==> src/rtl/load_store_unit.sv <==
// -----------------------------------------------------------------------------
// load_store_unit
//
// Initiator side of the data memory port. Takes one load/store request at a
// time from the MEM stage and drives a word-granular memory port (combinational
// read while mem_read_o is high, whole-word write on the clock edge while
// mem_write_o is high). Loads are sign/zero-extended; byte and halfword stores
// are done as read-modify-write of the containing word.
//
// Optional feature macro: MISALIGN_TRAP_EN
//   defined   : misaligned half/word and reserved size go straight to RESP
//               with resp_err_o=1 and no memory access.
//   undefined : resp_err_o tied 0, misaligned addresses forced to alignment,
//               reserved size handled as word.
//
// Ports:
//   clk_i, rst_i          clock, synchronous active-high reset
//   req_valid_i/ready_o   request handshake (ready only when idle)
//   req_we_i              1 = store, 0 = load
//   req_size_i            00 byte, 01 half, 10 word, 11 reserved
//   req_unsigned_i        loads: 1 = zero-extend, 0 = sign-extend
//   req_addr_i            byte address
//   req_wdata_i           store data, right-justified
//   resp_valid_o          one-cycle completion pulse
//   resp_data_o           load result (0 for stores)
//   resp_err_o            misaligned/reserved error
//   mem_addr_o            word-aligned memory address (modulo MEM_BYTES)
//   mem_wdata_o           memory write data
//   mem_write_o           MemWrite
//   mem_read_o            MemRead
//   mem_rdata_i           memory read data (combinational)
// -----------------------------------------------------------------------------
module load_store_unit #(
   parameter int ADDR_WIDTH = 32,
   parameter int MEM_BYTES  = 32
) (
   input  logic                  clk_i,
   input  logic                  rst_i,
   input  logic                  req_valid_i,
   output logic                  req_ready_o,
   input  logic                  req_we_i,
   input  logic [1:0]            req_size_i,
   input  logic                  req_unsigned_i,
   input  logic [ADDR_WIDTH-1:0] req_addr_i,
   input  logic [31:0]           req_wdata_i,
   output logic                  resp_valid_o,
   output logic [31:0]           resp_data_o,
   output logic                  resp_err_o,
   output logic [ADDR_WIDTH-1:0] mem_addr_o,
   output logic [31:0]           mem_wdata_o,
   output logic                  mem_write_o,
   output logic                  mem_read_o,
   input  logic [31:0]           mem_rdata_i
);

   typedef enum logic [1:0] {S_IDLE, S_RD, S_WR, S_RESP} state_t;

   localparam logic [1:0] SZ_BYTE = 2'b00;
   localparam logic [1:0] SZ_HALF = 2'b01;
   localparam logic [1:0] SZ_WORD = 2'b10;
   localparam logic [1:0] SZ_RSVD = 2'b11;

   // Keeps the in-memory byte offset and drops the two byte-lane bits.
   localparam logic [ADDR_WIDTH-1:0] WORD_MASK =
      ADDR_WIDTH'(MEM_BYTES - 1) & ~ADDR_WIDTH'(3);

   state_t      state;
   logic        lat_we;
   logic [1:0]  lat_size;
   logic        lat_unsigned;
   logic [1:0]  lat_off;
   logic [31:0] lat_wdata;

   // Request decode at accept time: effective size and lane offset.
   logic [1:0]  acc_size;
   logic [1:0]  acc_off;
`ifdef MISALIGN_TRAP_EN
   logic        acc_misaligned;
`endif

   // NOTE: every signal written in always_comb gets a default first, so no
   // path through the case statements can leave it unassigned (no latch).
   always_comb begin
      acc_size = req_size_i;
      acc_off  = req_addr_i[1:0];
`ifdef MISALIGN_TRAP_EN
      acc_misaligned = 1'b0;
      case (req_size_i)
         SZ_HALF: acc_misaligned = req_addr_i[0];
         SZ_WORD: acc_misaligned = |req_addr_i[1:0];
         SZ_RSVD: acc_misaligned = 1'b1;
         default: acc_misaligned = 1'b0;
      endcase
`else
      if (req_size_i == SZ_RSVD) acc_size = SZ_WORD;
      case (acc_size)
         SZ_HALF: acc_off[0] = 1'b0;
         SZ_WORD: acc_off    = 2'b00;
         default: ;
      endcase
`endif
   end

   // Lane extraction and merge on the word returned during RD.
   logic [4:0]  byte_shift;
   logic [4:0]  half_shift;
   logic [7:0]  byte_lane;
   logic [15:0] half_lane;
   logic [31:0] load_data;
   logic [31:0] merged_data;

   always_comb begin
      byte_shift = {lat_off, 3'b000};
      half_shift = {lat_off[1], 4'b0000};
      byte_lane  = 8'(mem_rdata_i >> byte_shift);
      half_lane  = lat_off[1] ? mem_rdata_i[31:16] : mem_rdata_i[15:0];
      case (lat_size)
         SZ_BYTE: begin
            load_data   = {{24{~lat_unsigned & byte_lane[7]}}, byte_lane};
            merged_data = (mem_rdata_i & ~(32'h0000_00FF << byte_shift))
                        | ({24'h0, lat_wdata[7:0]} << byte_shift);
         end
         SZ_HALF: begin
            load_data   = {{16{~lat_unsigned & half_lane[15]}}, half_lane};
            merged_data = (mem_rdata_i & ~(32'h0000_FFFF << half_shift))
                        | ({16'h0, lat_wdata[15:0]} << half_shift);
         end
         default: begin
            load_data   = mem_rdata_i;
            merged_data = lat_wdata;
         end
      endcase
   end

   // Ready is forced low during reset so nothing can be accepted then.
   assign req_ready_o = (state == S_IDLE) && !rst_i;

`ifndef MISALIGN_TRAP_EN
   assign resp_err_o = 1'b0;
`endif

   // NOTE: sequential state uses non-blocking assignments only, so every
   // register samples pre-edge values regardless of statement order.
   always_ff @(posedge clk_i) begin
      if (rst_i) begin
         state        <= S_IDLE;
         lat_we       <= 1'b0;
         lat_size     <= SZ_BYTE;
         lat_unsigned <= 1'b0;
         lat_off      <= 2'b00;
         lat_wdata    <= 32'h0;
         resp_valid_o <= 1'b0;
         resp_data_o  <= 32'h0;
`ifdef MISALIGN_TRAP_EN
         resp_err_o   <= 1'b0;
`endif
         mem_addr_o   <= '0;
         mem_wdata_o  <= 32'h0;
         mem_write_o  <= 1'b0;
         mem_read_o   <= 1'b0;
      end else begin
         // Strobes are single-cycle unless a state re-asserts them.
         resp_valid_o <= 1'b0;
         resp_data_o  <= 32'h0;
`ifdef MISALIGN_TRAP_EN
         resp_err_o   <= 1'b0;
`endif
         mem_write_o  <= 1'b0;
         mem_read_o   <= 1'b0;

         case (state)
            S_IDLE: begin
               if (req_valid_i) begin
                  lat_we       <= req_we_i;
                  lat_size     <= acc_size;
                  lat_unsigned <= req_unsigned_i;
                  lat_off      <= acc_off;
                  lat_wdata    <= req_wdata_i;
                  mem_addr_o   <= req_addr_i & WORD_MASK;
`ifdef MISALIGN_TRAP_EN
                  if (acc_misaligned) begin
                     state        <= S_RESP;
                     resp_valid_o <= 1'b1;
                     resp_err_o   <= 1'b1;
                  end else
`endif
                  if (req_we_i && acc_size == SZ_WORD) begin
                     state       <= S_WR;
                     mem_write_o <= 1'b1;
                     mem_wdata_o <= req_wdata_i;
                  end else begin
                     state      <= S_RD;
                     mem_read_o <= 1'b1;
                  end
               end
            end

            S_RD: begin
               if (lat_we) begin
                  state       <= S_WR;
                  mem_write_o <= 1'b1;
                  mem_wdata_o <= merged_data;
               end else begin
                  state        <= S_RESP;
                  resp_valid_o <= 1'b1;
                  resp_data_o  <= load_data;
               end
            end

            S_WR: begin
               state        <= S_RESP;
               resp_valid_o <= 1'b1;
            end

            default: begin
               state <= S_IDLE;
            end
         endcase
      end
   end

endmodule

==> config.mk <==
export PLATFORM = sky130hd
export DESIGN_NAME = load_store_unit
export DESIGN_NICKNAME = d
export VERILOG_FILES = /design/src/rtl/load_store_unit.sv
export SDC_FILE = /design/constraint.sdc
export NUM_CORES = 1
export LEC_CHECK = 0
export CAP_MARGIN = 40
export CORE_MARGIN = 4
export CORE_UTILIZATION = 31
export CTS_CLUSTER_DIAMETER = 150
export DETAILED_ROUTE_END_ITERATION = 10
export GPL_TIMING_DRIVEN = 0
export PLACE_DENSITY = 0.63
export SLEW_MARGIN = 5
export SYNTH_ARGS = -nofsm -noshare
export SYNTH_HDL_FRONTEND = slang
export SYNTH_SLANG_ARGS = --single-unit
==> constraint.sdc <==
create_clock -name clk_i -period 4.5 [get_ports clk_i]
set_input_delay 0.45 -clock clk_i [delete_from_list [all_inputs] [get_ports clk_i]]
set_output_delay 0.45 -clock clk_i [all_outputs]
set_load 0.05 [all_outputs]
# Word level (Yosys, flattened, before mapping)
# Cells that the tools add are included.
# W data, S select, Z words.
# totals
in_bits	103
elab_cells	70
reg_bits	110
out_inout_bits	101
# op_classes
n_bitwise	12
reduce_logical	11
eq_ne	9
shifts	5
n_mux	21
# op_table
cell	n
$pmux W32 S2	3
$mux W32	3
$and A32 B32 Y32	2
$not A32 Y32	2
$or A32 B32 Y32	2
$shl A16 B5 Y32	1
$shl A16 B5 Y32 const A	1
$shl A8 B5 Y32	1
$shl A8 B5 Y32 const A	1
$shr A32 B5 Y8	1
$mux W16	1
$mux W1	8
$eq A2 B1 Y1 const B	3
$eq A2 B2 Y1 const B	3
$mux W2	3
$pmux W2 S3	1
$reduce_or A3 Y1	2
$logic_not A2 Y1	2
$ne A2 B2 Y1 const B	2
$not A1 Y1	4
$pmux W1 S2	2
$reduce_and A4 Y1	1
$and A1 B1 Y1	2
$logic_and A1 B1 Y1	2
5 further kinds	5

# Depth between registers and ports, before layout
# depth
word_depth	7
mapped_depth	9
ltp_nobuf	6

# Least setup slack after synthesis
# Ideal clock, no wire load.
# synth_timing
path_type	register to output
startpoint	register state[0]
endpoint	output port req_ready_o
n_path_buf	1
t_required_ps	4050
path_slack_ps	2615
arrival_time_ps	1435
stages_incl_launch_ff	5
cell_sequence	dfxtp_1 > inv_1 > ha_1 > buf_2 > nor2b_1
# synth_between
elab_chain_len	2
# synth_lines
element	line	rtl
start, declared	67	state_t state;
start signal, assigned	146	state <= S_IDLE;
start signal, assigned	188	state <= S_WR;
start signal, assigned	192	state <= S_RD;
$logic_not A2 Y1	136	assign req_ready_o = (state == S_IDLE) && !rst_i;
$logic_and A1 B1 Y1	136	
end, declared	40	output logic req_ready_o,
# Every way passes these cells.

# Worst setup path after layout
# layout_timing
startpoint	register state[1]
endpoint	output port req_ready_o
# The elaborated chain is that of the path after synthesis.

==> out/qor.yml <==
cp_max_fo: 9
irDropWorstVdd_mv: 0.2969
synth_cells: 685
wire_per_inst_um: 18.61
clock-sinks: 110
placed_area_um2: 7547
r2r_slack_ns: 2.20
netlist.area_leader.share_pct: 38.63
min_period_over_period_pct: 57.50
finalInstanceArea_um2: 7871
drv_cap: 0
area_growth_pct: 38.08
yosys.area.top_type: "dfxtp_1"
vias_per_cell: 5.126
yosys-top-cells-count: "nand2_1, dfxtp_1, a21oi_1, nor2_1"
hold_buffers: 0
core_um2: 18020
root_buffer: "clkbuf_16"
place_congestion: 0.9102
hp-class: "input port to flip-flop"
synth.distinct_cells: 46
ys_ff_latch: 110
tns_ns: 0
yosysSeqAreaShare_pct: 38.63
ant_nets: 0
maxSlewViolCount: 0
htreeDepth: 3
r2r_cells: 8
hold_slack_ns: 0.4464
clkTransAtPathRegs_ns: 0.08
clockBufferDepth: 2
hold_start: "req_valid_i"
drcViolationCount: 0
overflow: 0
initial_core_util_pct: 31.63
dpl.hpwl_um: 16070
fp.dieArea_um2: 20620
numCtsBuffers: 9
placementRows: 49
synth-async-reset-ratio_pct: 0
fin_crit_ns: 2.588
clock_latency_ns: 0.36
cts_resized: 0
fmax_ghz: 0.3865
cp-start-kind: "flip-flop"
fillers: 1848
final.setup_skew_ns: 0.01094
tightest_slew_ns: 0.7153
wl_um: 20540
power_density_nw_per_um2: 571.4
grt_pass1_wl_um: 30990
drtIter0Drc: 466
synth_edf_count: 0
cts_tree: "built"
cp.arrival_ns: 2.14
finalSetupViolations: 0
p_total_mw: 4.498
slew_headroom_pct: 52.23
io_buffers: 145
post-place-ws_ns: 1.927
hold_viol: 0
r2r_start: "state[1]"
ios: 204
grt_max_degree: 18
netlist_top_cells_area: "dfxtp_1, nand2_1, a21oi_1"
status: "complete, no violations"
avgSynthCellArea_um2: 8.322
cp.required_ns: 4.05
synth.most_common_cell: "nand2_1"
end_kind: "output port"
r2r-end: "resp_data_o[25]"
grt_usage_pct: 19.70
die-width_um: 143.6
worst-setup-path-type: "flip-flop to output port"
drive_gt1_share_pct: 12.23
nets: 977
synth_ff_type: "dfxtp_1"
syn_area_um2: 5700
grt_pass1_vias: 5445
holdPathEnd: "mem_read_o"
leakagePower_nw: 3.096
cts_setup_buffers: 0
holdPathStages: 2
rsz0062_at_grt: "no"
diodes: 0
antenna_found_initial: 1
die_h_um: 143.6
worst_slack_ns: 1.912
yosysWarnings: 0
dr.pass1.iters: 5
dr_total_vias: 5659
-- per-stage QoR --
step	instances	utilization, %
2_1_floorplan	714	-
3_3_place_gp	1088	41.87
3_5_place_dp	1088	41.87
4_1_cts	1104	43.67
5_1_grt	1104	43.67
6_report	1104	43.67
-- final cells by class --
| class | instances | area [um2] | share of cell area [%] |
|---|---|---|---|
| inverters | 12 | 45.04 | 0.5722 |
| multi-input cells | 501 | 3043 | 38.66 |
| flip-flops and latches | 110 | 2202 | 27.98 |
| clock buffers | 11 | 242.7 | 3.084 |
| well taps | 229 | 286.5 | 3.640 |
| plain buffers | 91 | 519.2 | 6.597 |
| clock inverters | 5 | 81.33 | 1.033 |
| repair buffers | 145 | 1451 | 18.44 |
-- worst max-delay path: stages (launching register included) --
cell             delay, ns
dfxtp_1               0.33
inv_1                 0.10
ha_1                  0.14
buf_2                 0.18
nor2b_1               0.18
clkdlybuf4s50_1       0.84
-- registers in the layout, indices dropped and copies added (netlist names) --
signal / flops
lat_size: 2
lat_we: 1
resp_data_o: 32
mem_wdata_o: 32
lat_off: 2
mem_write_o: 1
state: 2
lat_unsigned: 1
resp_valid_o: 1
lat_wdata: 32
mem_addr_o: 3
mem_read_o: 1
-- where the power goes --
group | internal, mW | switching, mW | total (mW) | leakage, nW
registers | 1.20 | 0.146 | 1.35 | 0.899
clock network | 0.505 | 0.370 | 0.875 | 0.156
logic | 0.756 | 1.52 | 2.28 | 2.04
-- layer usage --
| layer | global-route usage [%] | wire, um | part of all wire [%] |
|---|---|---|---|
| met4 | 6.244 | 452 | 2.2 |
| met1 | 26.70 | 9364 | 46 |
| met2 | 30.35 | 8904 | 43 |
| met5 | 0 | 8 | 0.039 |
| met3 | 5.657 | 1815 | 8.8 |
-- cell usage in the layout, fill, tap and decap left out, types with 13 or more instances in the layout --
master           Yosys  layout
dfxtp_1            110     110
nand3b_1            27      27
clkbuf_1            31      32
a221oi_1            31      31
buf_2               18      18
a21oi_1             55      55
a21o_1              18      18
conb_1               1      30
o41ai_2             16      16
nor2_1              50      50
buf_4               31      31
nand2b_1            13      13
clkdlybuf4s50_1      0     145
o21ai_0             17      17
nand2_1            135     135
-- cells by family (layout without fill, tap and decap cells) --
kind of cell / after synthesis / after routing / synth area share [%]
compound gates: 203 / 203 / 28.01
fa+ha+maj: 4 / 4 / 0.8780
buf+inv: 103 / 264 / 9.899
flops: 110 / 110 / 38.63
mux: 9 / 9 / 1.975
other cells: 1 / 30 / 0.06578
simple gates: 255 / 255 / 20.54
-- worst max path at each step --
| stage | from | endpoint | slack [ns] | cells past startpoint |
|---|---|---|---|---|
| final | state[1] | req_ready_o | 1.91 | 5 |
| after global placement | rst_i | lat_wdata[19] | 1.96 | 5 |
| after global routing | state[1] | req_ready_o | 1.78 | 5 |
| after CTS | state[1] | req_ready_o | 1.90 | 5 |
| after detailed placement | rst_i | lat_wdata[19] | 1.93 | 5 |
| after floorplan | state[0] | req_ready_o | 2.62 | 4 |
No activity file was read; power rests on OpenSTA's default activity.
